<file path="config.mk">
export PLATFORM = sky130hd
export DESIGN_NAME = rx8b10b_link_ctrl
export DESIGN_NICKNAME = d
export VERILOG_FILES = /design/src/rtl/link8b10b_pkg.sv /design/src/rtl/err_window_counter.sv /design/src/rtl/rx8b10b_link_ctrl.sv
export SDC_FILE = /design/constraint.sdc
export NUM_CORES = 1
export LEC_CHECK = 0
export ABC_AREA = 1
export CAP_MARGIN = 5
export CORE_MARGIN = 2
export CORE_UTILIZATION = 44
export DETAILED_ROUTE_END_ITERATION = 16
export PLACE_DENSITY_LB_ADDON = 0.12
export SYNTH_ARGS = -nofsm -noshare
export SYNTH_HDL_FRONTEND = slang
export SYNTH_SLANG_ARGS = --single-unit
export TNS_END_PERCENT = 50
</file>
<file path="constraint.sdc">
create_clock -name clk -period 5.75 [get_ports clk]
set_clock_uncertainty 0.2 [all_clocks]
set_input_delay 1.15 -clock clk [delete_from_list [all_inputs] [get_ports clk]]
set_output_delay 1.15 -clock clk [all_outputs]
set_load 0.005 [all_outputs]
</file>
<file path="src/rtl/link8b10b_pkg.sv">
// Shared types and default constants for the 8b10b receive link supervisor.
package link8b10b_pkg;

  typedef enum logic [1:0] {
    IDLE    = 2'd0,
    ACQUIRE = 2'd1,
    UP      = 2'd2,
    RESYNC  = 2'd3
  } link_state_t;

  localparam int DEF_ACQ_TIMEOUT   = 4096;
  localparam int DEF_RESYNC_CYCLES = 64;
  localparam int DEF_ERR_WINDOW    = 1024;
  localparam int DEF_ERR_LIMIT     = 4;

  // Value presented on the output word when nothing has been captured yet.
  localparam logic [7:0] FILL_WORD = 8'h00;

  function automatic logic [15:0] sat_inc16(input logic [15:0] value);
    return (value == 16'hFFFF) ? value : value + 16'd1;
  endfunction

endpackage

</file>
<file path="src/rtl/err_window_counter.sv">
// Sliding error window: a wrapping window timer plus an error counter that
// saturates at ERR_LIMIT; limitHit flags the cycle the limit is reached.
module err_window_counter
  import link8b10b_pkg::*;
#(
  parameter int ERR_WINDOW = DEF_ERR_WINDOW,
  parameter int ERR_LIMIT  = DEF_ERR_LIMIT
) (
  input  logic clk,
  input  logic rst,
  input  logic clear_i,
  input  logic err_i,
  output logic limitHit
);

  localparam int TW = (ERR_WINDOW > 1) ? $clog2(ERR_WINDOW) : 1;
  localparam int CW = $clog2(ERR_LIMIT + 1);
  localparam logic [TW-1:0] WIN_LAST = TW'(ERR_WINDOW - 1);
  localparam logic [CW-1:0] LIMIT    = CW'(ERR_LIMIT);

  logic [TW-1:0] timer_q, timer_d;
  logic [CW-1:0] count_q, count_d;
  logic          wrap;

  // An error in the wrap cycle already belongs to the window that starts next.
  always_comb begin
    wrap    = (timer_q == WIN_LAST);
    timer_d = wrap ? '0 : timer_q + 1'b1;
    if (wrap) begin
      count_d = err_i ? CW'(1) : '0;
    end else if (err_i && (count_q != LIMIT)) begin
      count_d = count_q + 1'b1;
    end else begin
      count_d = count_q;
    end
    if (clear_i) begin
      timer_d = '0;
      count_d = '0;
    end
  end

  assign limitHit = !clear_i && (count_d == LIMIT);

  always_ff @(posedge clk or negedge rst) begin
    if (!rst) begin
      timer_q <= '0;
      count_q <= '0;
    end else begin
      timer_q <= timer_d;
      count_q <= count_d;
    end
  end

endmodule

</file>
<file path="src/rtl/rx8b10b_link_ctrl.sv">
// Link supervisor: sequences rxEnable for word alignment, forces realignment
// on lock loss or excessive decode errors, and drains the receive FIFO.
module rx8b10b_link_ctrl
  import link8b10b_pkg::*;
#(
  parameter int ACQ_TIMEOUT   = DEF_ACQ_TIMEOUT,
  parameter int RESYNC_CYCLES = DEF_RESYNC_CYCLES,
  parameter int ERR_WINDOW    = DEF_ERR_WINDOW,
  parameter int ERR_LIMIT     = DEF_ERR_LIMIT
) (
  input  logic        clk,
  input  logic        rst,
  input  logic        linkEnable,
  input  logic        locked,
  input  logic        decodeError,
  input  logic        dataPresent,
  input  logic [7:0]  fifoData,
  output logic        rxEnable,
  output logic        readStrobe,
  output logic        outValid,
  output logic [7:0]  outData,
  input  logic        outReady,
  output logic        linkUp,
  output logic [15:0] errorTotal
);

  localparam int AW = (ACQ_TIMEOUT > 1) ? $clog2(ACQ_TIMEOUT) : 1;
  localparam int RW = (RESYNC_CYCLES > 1) ? $clog2(RESYNC_CYCLES) : 1;
  localparam logic [AW-1:0] ACQ_LAST = AW'(ACQ_TIMEOUT - 1);
  localparam logic [RW-1:0] RES_LAST = RW'(RESYNC_CYCLES - 1);

  link_state_t   state_q, state_d;
  logic [AW-1:0] acq_timer_q;
  logic [RW-1:0] resync_timer_q;
  logic          rx_enable_q;
  logic          link_up_q;
  logic          out_valid_q;
  logic [7:0]    out_data_q;
  logic [15:0]   error_total_q;
  logic          in_up;
  logic          limit_hit;
  logic          pop;

  assign in_up = (state_q == UP);

  err_window_counter #(
    .ERR_WINDOW (ERR_WINDOW),
    .ERR_LIMIT  (ERR_LIMIT)
  ) u_err_window (
    .clk      (clk),
    .rst      (rst),
    .clear_i  (!in_up),
    .err_i    (decodeError),
    .limitHit (limit_hit)
  );

  always_comb begin
    state_d = state_q;
    case (state_q)
      IDLE:    state_d = ACQUIRE;
      ACQUIRE: begin
        if (locked) begin
          state_d = UP;
        end else if (acq_timer_q == ACQ_LAST) begin
          state_d = RESYNC;
        end
      end
      UP:      if (!locked || limit_hit) state_d = RESYNC;
      RESYNC:  if (resync_timer_q == RES_LAST) state_d = ACQUIRE;
      default: state_d = IDLE;
    endcase
    if (!linkEnable) begin
      state_d = IDLE;
    end
  end

  // Outside ACQUIRE and UP the FIFO is flushed; the held output word is kept.
  always_comb begin
    case (state_q)
      UP:      pop = dataPresent && (!out_valid_q || outReady);
      ACQUIRE: pop = 1'b0;
      default: pop = dataPresent;
    endcase
  end

  // No pops while reset is held, so the FIFO is not drained by a flush-in-reset.
  assign readStrobe = rst && pop;

  always_ff @(posedge clk or negedge rst) begin
    if (!rst) begin
      state_q        <= IDLE;
      acq_timer_q    <= '0;
      resync_timer_q <= '0;
      rx_enable_q    <= 1'b0;
      link_up_q      <= 1'b0;
      out_valid_q    <= 1'b0;
      out_data_q     <= FILL_WORD;
      error_total_q  <= '0;
    end else begin
      state_q        <= state_d;
      rx_enable_q    <= (state_d == ACQUIRE) || (state_d == UP);
      link_up_q      <= (state_d == UP);
      acq_timer_q    <= ((state_q == ACQUIRE) && (state_d == ACQUIRE)) ? acq_timer_q + 1'b1 : '0;
      resync_timer_q <= ((state_q == RESYNC) && (state_d == RESYNC)) ? resync_timer_q + 1'b1 : '0;
      if (in_up && decodeError) begin
        error_total_q <= sat_inc16(error_total_q);
      end
      if (in_up && pop) begin
        out_data_q  <= fifoData;
        out_valid_q <= 1'b1;
      end else if (outReady) begin
        out_valid_q <= 1'b0;
      end
    end
  end

  assign rxEnable   = rx_enable_q;
  assign linkUp     = link_up_q;
  assign outValid   = out_valid_q;
  assign outData    = out_data_q;
  assign errorTotal = error_total_q;

endmodule

</file>
Word-level counts from Yosys, hierarchy flattened
Index checks and enable logic that the tools add are counted.

Flip-flop bits (word level): 60. Input bits: 15. Output and inout port bits: 28. Word-level logic and storage cells: 61.

Add/sub/neg operators: 5. Equality and inequality tests: 12. Mux-type cells: 17. Bitwise gates (word level): 1. Reduce and logical (&&, ||, !) cells: 16.

Operators by type and width (count): 10-bit 2-to-1 mux (2); 16-bit by 1-bit adder with 16-bit output (second input constant) (1); 16-bit equality test (second input constant) (1); 12-bit by 1-bit adder with 12-bit output (second input constant) (1); 12-bit equality test (second input constant) (1); 12-bit 2-to-1 mux (1); 10-bit by 1-bit adder with 10-bit output (second input constant) (1); 10-bit equality test (second input constant) (1); 2-bit 2-to-1 mux (5); 3-bit 2-to-1 mux (3); 2-bit equality test (second input constant) (4); 1-bit logical AND (8); 2-bit one-hot mux with 4 select lines (1); 6-bit by 1-bit adder with 6-bit output (second input constant) (1); 6-bit equality test (second input constant) (1); 6-bit 2-to-1 mux (1); 2-bit by 1-bit equality test with 1-bit output (second input constant) (2); 3-bit by 1-bit adder with 3-bit output (second input constant) (1); 3-bit equality test (second input constant) (1); 1-bit logical OR (3); 1-bit 2-to-1 mux (3); 3-bit != test (second input constant) (1); 1-bit zero test (2); 2-bit zero test (1); other kinds (4) (4).

Depth between registers and ports, before layout
Gate-level depths: netlist (run 1).

Word-level depth: 14. Depth in mapped cells: 16.

By module
Synthesis (run 1) repeated with hierarchy kept, for this count alone.

Cell total of the unflattened synthesis: 409. Area total of the unflattened synthesis: 3248.1 µm².

By module, submodules not included: rx8b10b_link_ctrl (instances 1, cells each 321, area an instance 2498.6 µm², sequential area each 1176.1 µm²); err_window_counter (instances 1, cells each 88, area an instance 749.5 µm², sequential area each 325.3 µm²).

Worst setup path after synthesis (run 1)
No wires, ideal clock.

Kind: in2out. From: input outReady. To: output readStrobe. Arrival: 1.517 ns. Path slack: 2.883 ns. Cell stages on the path: 3. Path buffers: 0. Cells stage by stage: o21ai_0 > nand2_1 > and3_1.

Cells in the longest elaborated chain, start to end: 4.

Ends and longest elaborated chain: from (decl) (RTL line rx8b10b_link_ctrl.sv:22) `input logic outReady,`; 1-bit logical OR (RTL line rx8b10b_link_ctrl.sv:80) `UP: pop = dataPresent && (!out_valid_q || outReady);`; 1-bit logical AND (RTL line rx8b10b_link_ctrl.sv:80); 1-bit one-hot mux with 2 select lines (RTL line rx8b10b_link_ctrl.sv:79) `case (state_q)`; 1-bit logical AND (RTL line rx8b10b_link_ctrl.sv:87) `assign readStrobe = rst && pop;`; to (decl) (RTL line rx8b10b_link_ctrl.sv:19) `output logic readStrobe,`.

Every way passes these cells.

Worst setup path after layout (run 1)
Ends and elaborated chain as after synthesis.

==> run summary, run 1 <==
Status: finished, final reports clean
RSZ-0062 raised after global routing: false
Hold_sp: resync_timer_q[0]
Clk root buf: clkbuf_8
Via Count: 2,250
Total track usage: 0.173
Sink count of the clock tree: 60
Synth Area in Adders: 0.0597
Grt ovf: 0
Final Max Slew Viols: 0
Leakage: 1.66 nW
Power per standard cell area: 267 mW/mm²
Pre-CTS setup slack: 1.90 ns
Fin crit period: 3.85 ns
Most frequent cells in the layout: nand2_1, dfrtp_1, clkdlybuf4s50_1
Proportion of layout cells with a drive suffix above 1: 0.100
Cts bufs inserted: 9
Initial drt markers: 84
I/O Pins: 43
CP arrival: 2.50 ns
Fillers: 584
Post-synthesis simple-gate area fraction: 0.220
Setup TNS: 0 ns
Largest family of logic cells by synthesized area: simple AND/OR/NAND/NOR gates
DR vias/cell: 4.93
# port buffers: 42
Routed wire length: 5440 µm
Worst-Skew Late Latency: 0.33 ns
# diodes: 0
Hold path endpoint: resync_timer_q[0]
Vias in the first global route: 2,259
Clock power frac: 0.425
Sw power: 0.217 mW
Syn Nets: 351
FP Rows: 29
Die area: 0.00734 mm²
Setup Crit Path Kind: input port to output port
Largest net degree at the start of global routing: 61
Hold path depth: 1
Longest Clk Path Bufs: 2
Netlist Area Pre-Place: 0.00294 mm²
Syn Area/Cell: 9.12 µm²
Fin area: 0.00365 mm²
Post-route antenna net violation count: 0
Die Y: 85.7 µm
Setup violations, final: 0
Final WS setup: 1.90 ns
Worst r2r dst: acq_timer_q[10]
Flops & latches, synth: 60
Area Growth Syn to Fin: 24.5%
Post-synthesis mux area share: 0.0307
Slew Limit Headroom: 0.501
Multi-input gate area: 0.00127 mm²
Die width: 85.7 µm
Final Hold Fails: 0
H-tree Lvls: 3
Worst-path clk slew: 0.06 ns
Average wire per standard cell: 11.9 µm
WP data required: 4.40 ns
Distinct cells, synth: 30
# nets final: 403
Starting Density: 0.460
Post-CTS sizing: 0
Slew @ Worst Pin: 0.748 ns
Combinational power share: 0.106
Setup Fix Bufs, Post-CTS: 0
Xor/xnor share of the synthesized area: 0.0537
Drt first pass iters: 4
Register area share after synthesis: 0.512
CTS tree: done
Startpoint types: input port
GP Congestion: 0.784
Synth Area in Compound Gates: 0.0695
Reg power frac: 0.469
Cts hold-fix bufs: 0
Worst r2r path cells: 14
Max-cap viol count: 0
CP max FO: 2
Pint: 0.760 mW
Min-Delay Path Class: flop to flop
R2R setup slack: 3.05 ns
VDD IR max: 0.000169 V
Syn Inst Count: 322
Detailed-route DRC error count: 0
Register Area: 0.00150 mm²
Critical path endpoint category: output port
Switching share of total power: 0.222
Tcrit/Tclk final: 0.669
Antenna violations before repair: 0
Placed cell area: 0.00344 mm²
First-pass GRT wire length: 10,000 µm
Core box area: 0.00639 mm²
Dpl hpwl: 3970 µm
YS warnings: 0
Reg-to-Reg Start: u_err_window.timer_q[0]
Commonest non-fill, non-tap cell in the layout: nand2_1
Fmax: 260 MHz
-- power groups by stage --
| stage | combinational, mW | sequential [mW] | clock (mW) |
|---|---|---|---|
| floorplan | 0.0362 | 0.467 | 0 |
| global placement | 0.105 | 0.466 | 0 |
| detailed placement | 0.106 | 0.466 | 0 |
| CTS | 0.107 | 0.459 | 0.426 |
| global route | 0.116 | 0.461 | 0.442 |
| finish | 0.104 | 0.459 | 0.415 |
-- per-layer routing --
metal | track usage | vias to the layer above | share of wire
met2 | 0.273 | 33 | 0.47
li1 | - | 1143 | -
met4 | 0.0967 | 0 | 0.024
met1 | 0.223 | 1063 | 0.47
met5 | 0 | - | 0
met3 | 0.0327 | 11 | 0.034
-- critical path, cell delays in order --
cell             delay, ns
clkdlybuf4s50_1       0.47
o21ai_0               0.10
nand2_1               0.12
and3_1                0.15
clkdlybuf4s50_1       0.50
-- metrics by stage --
step / instances / hold slack, ns / util / power [mW]
floorplan: 322 / 0.233 / - / 0.503
global placement: 440 / 0.246 / 0.538 / 0.571
detailed placement: 440 / 0.253 / 0.538 / 0.573
CTS: 456 / 0.262 / 0.572 / 0.991
global route: 456 / 0.287 / 0.572 / 1.02
finish: 456 / 0.261 / 0.572 / 0.977
-- cells by family (layout without fill, tap and decap cells) --
family / after synthesis / after routing
fa+ha+maj: 14 / 14
xor+xnor: 18 / 18
mux: 8 / 8
flops: 60 / 60
compound gates: 38 / 38
simple gates: 143 / 143
buf+inv: 41 / 98
-- cells in the mapped netlist --
cell | count | area, µm²
xnor2_1 | 10 | 87.6
xor2_1 | 8 | 70.1
o21ai_1 | 2 | 10.0
ha_1 | 14 | 175
o21a_1 | 1 | 7.51
nor2_1 | 32 | 120
o21ai_0 | 13 | 65.1
a221oi_1 | 1 | 8.76
nand3b_1 | 1 | 7.51
buf_6 | 1 | 11.3
nor4_1 | 1 | 6.26
nor3_2 | 2 | 20.0
and3_1 | 2 | 12.5
dfrtp_1 | 60 | 1500
nor3b_1 | 2 | 15.0
nand2_1 | 64 | 240
nand3_1 | 16 | 80.1
nand4_1 | 1 | 6.26
clkbuf_2 | 1 | 5.00
o21bai_1 | 2 | 15.0
inv_1 | 39 | 146
nand2_2 | 3 | 18.8
a21boi_0 | 1 | 7.51
nor2_4 | 1 | 11.3
nor3_1 | 11 | 55.1
nand3_2 | 2 | 20.0
a21oi_1 | 18 | 90.1
nor2_2 | 4 | 25.0
or2_2 | 1 | 6.26
mux2_2 | 8 | 90.1
-- flip-flops by register name (all words and copies together), names as in the netlist --
signal / count
rxEnable: 1
u_err_window.count_q: 3
outData: 8
errorTotal: 16
resync_timer_q: 6
state_q: 2
acq_timer_q: 12
linkUp: 1
u_err_window.timer_q: 10
outValid: 1
-- final cells by class --
cell class,instances,share of cell area
clock inverter,5,0.0205
timing repair buffer,43,0.116
inverter,39,0.0401
multi-input combinational,221,0.348
tap,77,0.0264
sequential,60,0.411
clock buffer,11,0.0387
-- how the worst max path moves through the flow --
| stage | startpoint | endpoint | slack (ns) |
|---|---|---|---|
| after CTS | outReady | readStrobe | 1.89 |
| after global placement | outReady | readStrobe | 1.91 |
| after global routing | outReady | readStrobe | 1.73 |
| after floorplan | outReady | readStrobe | 2.88 |
| after detailed placement | outReady | readStrobe | 1.90 |
| final | outReady | readStrobe | 1.90 |
Power figures use the tool's default switching activity.
==> run 2, diff against run 1 <==
clock period = 3.33 ns   (was 5.75 ns; I/O delays follow)
==> run 2 against run 1 <==
Net effect:
- non-clock buffer count unchanged
- first-iteration DRC count up 4.8%
- sequential power rose by 73%
- worst hold slack is essentially flat
- critical path type is now flop to output port
==> run summary, run 2 (synthesis results as in run 1) <==
Die Y: 85.7 µm (unchanged)
Final WS setup: 0.345 ns (was 1.90 ns)
Total track usage: 0.171 (was 0.173)
Critical path endpoint category: output port (unchanged)
Critical path origin: state_q[0] (was outReady)
Die width: 85.7 µm (unchanged)
Worst-path clk slew: 0.06 ns (about the same)
Detailed-route DRC error count: 0 (unchanged)
Worst-Skew Late Latency: 0.33 ns (about the same)
Register Area: 0.00150 mm² (unchanged)
Post-route antenna net violation count: 0 (unchanged)
Tcrit/Tclk final: 0.896
CP arrival: 2.12 ns (was 2.50 ns)
Largest net degree at the start of global routing: 61 (unchanged)
Drt first pass iters: 4 (unchanged)
Final Hold Fails: 0 (unchanged)
# port buffers: 42 (unchanged)
Final Power: 1.69 mW (was 0.977 mW)
Fin crit period: 2.98 ns
Final Max Slew Viols: 0 (unchanged)
CTS tree: done (unchanged)
Sink count of the clock tree: 60 (unchanged)
Area Growth Syn to Fin: 24.6% (was 24.5%)
# diodes: 0 (unchanged)
Slew @ Worst Pin: 0.739 ns (was 0.748 ns)
# nets final: 403 (unchanged)
Grt ovf: 0 (unchanged)
Longest Clk Path Bufs: 2 (unchanged)
Dpl hpwl: 3880 µm (was 3970 µm)
RSZ-0062 raised after global routing: false (unchanged)
Antenna violations before repair: 0 (unchanged)
Post-CTS sizing: 0 (unchanged)
CP max FO: 7 (was 2)
Setup TNS: 0 ns (unchanged)
Setup Fix Bufs, Post-CTS: 0 (unchanged)
Status: finished, final reports clean (unchanged)
Multi-input gate area: 0.00127 mm² (unchanged)
DR vias/cell: 4.84 (was 4.93)
Clk root buf: clkbuf_8 (unchanged)
Leakage: 1.66 nW (about the same)
Fmax: 335 MHz
Starting Density: 0.460 (unchanged)
Max-cap viol count: 0 (unchanged)
Most frequent cells in the layout: nand2_1, dfrtp_1, clkdlybuf4s50_1 (unchanged)
H-tree Lvls: 3 (unchanged)
Setup Crit Path Kind: flop to output port (was input port to output port)
Reg-to-Reg Start: u_err_window.timer_q[0] (unchanged)
I/O Pins: 43 (unchanged)
Power per standard cell area: 462 mW/mm² (was 267 mW/mm²)
Post-Layout Cell Count: 456 (unchanged)
Slew Limit Headroom: 0.507 (was 0.501)
Max reg flops: 16 (unchanged)
WP data required: 2.46 ns (was 4.40 ns)
Commonest non-fill, non-tap cell in the layout: nand2_1 (unchanged)
Cts bufs inserted: 9 (unchanged)
Initial drt markers: 88 (was 84)
Pre-CTS setup slack: 0.208 ns (was 1.90 ns)
Fillers: 545 (was 584)
Proportion of layout cells with a drive suffix above 1: 0.0976 (was 0.100)
VDD IR max: 0.000329 V (was 0.000169 V)
Average wire per standard cell: 11.9 µm (about the same)
First-pass GRT wire length: 9910 µm (was 10,000 µm)
FP Rows: 29 (unchanged)
Startpoint types: flop (was input port)
Via Count: 2,209 (was 2,250)
Hold_sp: acq_timer_q[0] (was resync_timer_q[0])
Core box area: 0.00639 mm² (unchanged)
Vias in the first global route: 2,136 (was 2,259)
Dpl cells: 440 (unchanged)
Setup violations, final: 0 (unchanged)
Cts hold-fix bufs: 0 (unchanged)
Die area: 0.00734 mm² (unchanged)
Routed wire length: 5410 µm (was 5440 µm)
Min-Delay Path Class: flop to flop (unchanged)
GP Congestion: 0.833 (was 0.784)
-- run 2: per-stage QoR --
step | instance area (µm²) | utilization | hold slack, ns
CTS | 3660 | 0.572 | 0.262
global placement | 3440 | 0.538 | 0.249
global route | 3660 | 0.572 | 0.281
detailed placement | 3440 | 0.538 | 0.253
finish | 3660 | 0.572 | 0.261
floorplan | 2940 | - | 0.170
-- run 2: worst max-delay path, cell delays in order, from the launching register on --
cell and delay [ns]:
dfrtp_1 0.42, inv_1 0.14, ha_1 0.33, o21ai_0 0.14, nand2_1 0.10, and3_1 0.15
clkdlybuf4s50_1 0.51
-- run 2: final cells by class --
class,instances,area share
clock inverters,4,0.0198
multi-input cells,221,0.348
clock buffers,12,0.0397
inverters,39,0.0400
flip-flops and latches,60,0.411
well taps,77,0.0264
repair buffers,43,0.116
-- run 2: worst paths after layout --
check	end	slack, ns	depth (start not counted)
max	readStrobe	0.35	6
min	acq_timer_q[0]	0.26	1
max reg2reg	acq_timer_q[4]	0.63	14
min reg2reg	acq_timer_q[0]	0.26	1
max in group asynchronous	outData[3]	2.10	2
min in group asynchronous	resync_timer_q[3]	0.34	2
-- run 2: power breakdown --
part           switching, mW  internal, mW
Combinational         0.0704         0.108
Sequential            0.0274         0.765
Clock                  0.277         0.441
-- run 2: layer usage --
layer	routed length, µm	share of wire	global-route usage
met1	2680	0.50	0.231
met2	2470	0.46	0.261
met3	190	0.035	0.0549
met4	68	0.013	0.0563
met5	0	0	0
==> run 3, diff against run 2 <==
PLACE_DENSITY = 0.69   (was not set)
PLACE_DENSITY_LB_ADDON = not set   (was 0.12)
==> run 3 against run 2 <==
Net effect:
- clock-buffer cell count increased by 1
- sequential share of layout area increased by 0.56 points
- global-route usage down 0.29 points
- first-iteration DRC count increased by 16%
- flip-flop and latch count stayed put
- maximum frequency decreased by 2.6%
- via count increased by 2.4%
- cell count shrank 0.22%
- die area did not move
- critical endpoint unchanged
- routed wire length grew 3.3%
- sequential power hardly changed
- non-clock buffer count stayed put
==> run summary, run 3 (synthesis results as in run 1) <==
Status: finished, final reports clean (unchanged)
DR vias/cell: 4.97 (was 4.84)
FP Rows: 29 (unchanged)
Hold_sp: u_err_window.timer_q[0] (was acq_timer_q[0])
Clk root buf: clkbuf_8 (unchanged)
Power per standard cell area: 429 mW/mm² (was 462 mW/mm²)
CP arrival: 2.20 ns (was 2.12 ns)
Cts bufs inserted: 9 (unchanged)
Die area: 0.00734 mm² (unchanged)
WP data required: 2.46 ns (about the same)
Detailed-route DRC error count: 0 (unchanged)
I/O Pins: 43 (unchanged)
CTS tree: done (unchanged)
Die width: 85.7 µm (unchanged)
Antenna violations before repair: 0 (unchanged)
Min-Delay Path Class: flop to flop (unchanged)
Starting Density: 0.460 (unchanged)
Die Y: 85.7 µm (unchanged)
Initial drt markers: 102 (was 88)
Final Hold Fails: 0 (unchanged)
Max-cap viol count: 0 (unchanged)
Startpoint types: flop (unchanged)
Fmax: 326 MHz (was 335 MHz)
Longest Clk Path Bufs: 2 (unchanged)
Fin crit period: 3.06 ns (was 2.98 ns)
Worst-path clk slew: 0.07 ns (was 0.06 ns)
Most frequent cells in the layout: nand2_1, dfrtp_1, clkdlybuf4s50_1 (unchanged)
Final Max Slew Viols: 0 (unchanged)
Metal-1 WL: 2690 µm (was 2680 µm)
Grt ovf: 0 (unchanged)
Sink count of the clock tree: 60 (unchanged)
Largest net degree at the start of global routing: 61 (unchanged)
Fin area: 0.00361 mm² (was 0.00366 mm²)
Worst-Skew Late Latency: 0.34 ns (was 0.33 ns)
# nets final: 403 (unchanged)
Routed wire length: 5590 µm (was 5410 µm)
Proportion of layout cells with a drive suffix above 1: 0.0952 (was 0.0976)
Slew @ Worst Pin: 0.747 ns (was 0.739 ns)
Setup TNS: 0 ns (unchanged)
Final WS setup: 0.266 ns (was 0.345 ns)
Pre-CTS setup slack: 0.161 ns (was 0.208 ns)
Dpl hpwl: 4100 µm (was 3880 µm)
Post-CTS sizing: 0 (unchanged)
Max reg flops: 16 (unchanged)
First-pass GRT wire length: 9770 µm (was 9910 µm)
Drt first pass iters: 4 (unchanged)
Critical path endpoint category: output port (unchanged)
GP Congestion: 0.827 (was 0.833)
Via Count: 2,263 (was 2,209)
Area Growth Syn to Fin: 22.9% (was 24.6%)
Critical path origin: state_q[0] (unchanged)
Reg-to-Reg Start: u_err_window.timer_q[0] (unchanged)
# port buffers: 42 (unchanged)
Highest Signal Layer: met4 (unchanged)
Multi-input gate area: 0.00127 mm² (unchanged)
Post-route antenna net violation count: 0 (unchanged)
Fillers: 574 (was 545)
Cts hold-fix bufs: 0 (unchanged)
Slew Limit Headroom: 0.502 (was 0.507)
Setup Fix Bufs, Post-CTS: 0 (unchanged)
Core box area: 0.00639 mm² (unchanged)
Met3 WL post-DR: 224 µm (was 190 µm)
Commonest non-fill, non-tap cell in the layout: nand2_1 (unchanged)
Setup violations, final: 0 (unchanged)
Average wire per standard cell: 12.3 µm (was 11.9 µm)
Vias in the first global route: 2,217 (was 2,136)
Setup Crit Path Kind: flop to output port (unchanged)
Final Power: 1.55 mW (was 1.69 mW)
CP max FO: 7 (unchanged)
# diodes: 0 (unchanged)
RSZ-0062 raised after global routing: false (unchanged)
H-tree Lvls: 3 (unchanged)
Total track usage: 0.168 (was 0.171)
Tcrit/Tclk final: 0.920 (was 0.896)
Wire length on met2: 2560 µm (was 2470 µm)
VDD IR max: 0.000324 V (was 0.000329 V)
Placed cell area: 0.00344 mm² (unchanged)
Leakage: 1.64 nW (was 1.66 nW)
Register Area: 0.00150 mm² (unchanged)
[run 3: cell types whose count changed in the layout (fill, tap and decap cells not counted), sizes merged]
cell      change
bufinv        -2
clkbuf        +1
clkinv        +1
clkinvlp      -1
[run 3: power breakdown]
| part | switching [mW] | leakage [nW] | internal (mW) |
|---|---|---|---|
| Clock | 0.270 | 0.0893 | 0.305 |
| Combinational | 0.0711 | 0.724 | 0.108 |
| Sequential | 0.0301 | 0.827 | 0.766 |
[run 3: routing by layer]
layer / up-vias / GRT usage
met3: 9 / 0.0395
li1: 1147 / -
met2: 38 / 0.269
met5: - / 0
met4: 0 / 0.0837
met1: 1069 / 0.214
[run 3: path summary, 6_finish.rpt]
path,end,slack [ns],cells past startpoint
max,readStrobe,0.27,6
min,u_err_window.timer_q[0],0.27,1
max reg2reg,acq_timer_q[11],0.63,13
min reg2reg,u_err_window.timer_q[0],0.27,1
max in group asynchronous,acq_timer_q[3],2.10,2
min in group asynchronous,acq_timer_q[7],0.31,2
[run 3: cell type report]
type | instances | area share
Multi-Input combinational cell | 221 | 0.352
Clock inverter | 2 | 0.00277
Inverter | 39 | 0.0406
Tap cell | 77 | 0.0267
Sequential cell | 60 | 0.416
Timing Repair Buffer | 43 | 0.117
Clock buffer | 13 | 0.0441
[run 3: critical path: stages, from the launching register on]
cell	delay, ns
dfrtp_1	0.43
inv_1	0.15
ha_1	0.34
o21ai_0	0.14
nand2_1	0.11
and3_1	0.19
clkdlybuf4s50_1	0.50
[run 3: through the flow]
step | hold slack [ns] | utilization | std cells
after floorplan | 0.170 | - | 322
after global placement | 0.249 | 0.538 | 440
after detailed placement | 0.255 | 0.538 | 440
after CTS | 0.264 | 0.565 | 455
after global routing | 0.290 | 0.565 | 455
final | 0.268 | 0.565 | 455
==> RTL edit: new RTL, flow settings as in run 2 <==
Make the reset (`rst`) synchronous in 2 clocked blocks.
--- a/src/rtl/err_window_counter.sv
+++ b/src/rtl/err_window_counter.sv
@@ -43,3 +43,3 @@
 
-  always_ff @(posedge clk or negedge rst) begin
+  always_ff @(posedge clk) begin
     if (!rst) begin
--- a/src/rtl/rx8b10b_link_ctrl.sv
+++ b/src/rtl/rx8b10b_link_ctrl.sv
@@ -88,3 +88,3 @@
 
-  always_ff @(posedge clk or negedge rst) begin
+  always_ff @(posedge clk) begin
     if (!rst) begin
Check against the original RTL: differs if rst is asserted again (counterexample within 4 cycles, from zero or initial values and one cycle with rst low); with rst held inactive, the same outputs for 10 cycles.
==> RTL edit against run 2 <==
Die area fell by 2.8%; non-clock buffer count increased by 1; final cell count up 14%; setup slack improved by 0.12 ns; synthesized area is 2.9% lower; maximum frequency rose by 4.3%; cell area shrank 3.1%; via count increased by 16%; sequential cell count is the same; routed wire length up 11%; hold slack worse by 0.0092 ns.
Power is not compared: it rests on default switching activity, and its combinational part moved more than twofold at a synthesized area within 25%.
==> RTL edit: results (changes against run 2) <==
Timing
  • Worst slew margin: 72.1% (+21 points)

Logic synthesis
  • Register area share after synthesis: 42.2% (-9.0 points)
  • Syn nets: 417 (+19%)
  • Ys async rst share: 0% (-100 points)
  • Yosys warns: 0 (unchanged)
  • Most frequent cells after synthesis: nand2_1 (71), nor2_1 (64), dfxtp_1 (60)
  • Ranking of synthesized cells by area: dfxtp_1 (42%), nand2_1 (9.4%), nor2_1 (8.4%), inv_1 (6.3%), ha_1 (6.1%)
  • Synth unique cells: 36 (+20%)

Power and ir drop
  • P_int: 0.00113 W
  • Leakage: 1.36 nW
  • Max IR drop VDD: 0.224 mV

Critical path
  • Critical R2R Capture: acq_timer_q[5]$_SDFF_PN0_
  • Reg2reg path depth: 14 (unchanged)
  • R2r setup slk: 0.77 ns (+0.14 ns)
  • WP data arrival: 2.00 ns (-0.12 ns)
  • Worst Path Max Fanout: 5 (-2)
  • Worst r2r src: acq_timer_q[0]$_SDFF_PN0_

Placement
  • Gpl congestion: 0.871 (+4.6%)
  • IO Port Bufs: 42 (unchanged)
  • HPWL after detailed placement: 4320 µm (+11%)
  • DP Worst Slack: 0.233 ns (+0.0247 ns)

Global routing
  • Vias in the first global route: 2420 (+13%)
  • GRT Resource Usage Total: 17.8% (+0.72 points)
  • Initial antenna violation count: 0 (unchanged)
  • Largest net degree at the start of global routing: 25 (-59%)
  • First-pass GRT wire length: 10400 µm (+5.1%)

CTS
  • CTS clk-pin slew, worst paths: 0.07 ns
  • Postcts setup bufs: 0 (unchanged)
  • Inserted Clock Buffers: 9 (unchanged)
  • CTS resizes: 0 (unchanged)
  • Clk buf depth: 2 (unchanged)
  • H-Tree Depth: 3 (unchanged)
  • Clk_lat worst skew: 0.33 ns (about the same)
  • Clock root cell: clkbuf_8

Job
  • Max-cap violations: 0 (unchanged)

Outcome
  • Status: complete, no violations

Worst hold path
  • Hold_sp: u_err_window.timer_q[0]$_SDFF_PP0_
  • Hold path depth: 1 (unchanged)
  • Hold endpoint: u_err_window.timer_q[0]$_SDFF_PP0_
  • Class of the worst hold path: reg2reg

Cells and area
  • Fill cells: 659 (+21%)
  • Max reg flops: 16 (unchanged)
  • Diodes inserted: 0 (unchanged)
  • Final nets: 467 (+16%)
  • Layout cells sized above 1: 7.67% (-2.1 points)

Detailed routing
  • Drt pass-1 iters: 4 (unchanged)
  • Initial DRC count: 88 (unchanged)
  • Vias per std cell: 4.95 (+2.1%)
  • Total Wirelength: 5980 µm (+11%)
==> RTL edit: cell count changes after synthesis, moves of 8 or more <==
cell,change
dfxtp_1,+60
o21ai_0,+10
mux2_2,-8
nor2_1,+32
inv_1,+9
dfrtp_1,-60
==> RTL edit: worst max path at each step <==
| stage | from | end | slack [ns] | cells after the start |
|---|---|---|---|---|
| finish | state_q[0]$_SDFF_PN0_ | readStrobe | 0.47 | 7 |
| detailed placement | decodeError | acq_timer_q[3]$_SDFF_PN0_ | 0.23 | 16 |
| CTS | state_q[0]$_SDFF_PN0_ | readStrobe | 0.44 | 7 |
| global route | state_q[0]$_SDFF_PN0_ | readStrobe | 0.28 | 7 |
| floorplan | decodeError | acq_timer_q[7]$_SDFF_PN0_ | 1.15 | 14 |
| global placement | decodeError | acq_timer_q[3]$_SDFF_PN0_ | 0.36 | 16 |
==> RTL edit: layout make-up <==
cell class	instances	area [µm²]	area share (%)
inverter	50	188	5.30
multi-input combinational	273	1420	40.1
clock inverter	5	50.0	1.41
clock buffer	11	151	4.27
sequential	60	1200	33.9
timing repair buffer	44	435	12.3
tap	77	96.3	2.72
==> RTL edit: cells by family (layout without fill, tap and decap cells) <==
kind of cell               after synthesis  after routing  share of synthesized area (%)
AOI/OAI and AO/OA                       54             54                           9.79
xor gates and xnor gates                 6              6                           1.84
adders and majority gates               14             14                           6.15
buffers and inverters                   55            110                           7.95
DFF                                     60             60                           42.2
and+or+nand+nor                        199            199                           32.1
==> RTL edit: per-layer routing <==
layer	GRT usage [%]	share of wire (%)	routed length [µm]
met1	22.4	48	2860
met2	29.7	47	2810
met3	5.51	4.1	246
met4	4.91	1.0	62
met5	0	0	0
==> RTL edit: power by group through the flow <==
stage               sequential [W]  clock [W]  combinational, W
floorplan                 0.000738          0         0.0000222
global placement          0.000738          0         0.0000510
detailed placement        0.000738          0         0.0000516
CTS                       0.000721   0.000681         0.0000518
global route              0.000721   0.000713         0.0000575
finish                    0.000721   0.000667         0.0000510
==> RTL edit: stage by stage <==
stage	utilization, %	std cells	hold slack, ns	area (µm²)
final	56.1	520	0.251	3540
after global routing	56.1	520	0.277	3540
after CTS	56.1	520	0.255	3540
after detailed placement	52.9	504	0.236	3340
after global placement	52.9	504	0.231	3340
after floorplan	-	388	0.218	2850
==> RTL edit: worst max-delay path, cell delays in order (launching register included) <==
cell and delay, ns:
dfxtp_1 0.35, inv_1 0.11, ha_1 0.22, inv_1 0.13
o21ai_1 0.15, nand2_1 0.11, nor2_1 0.10, clkdlybuf4s50_1 0.50
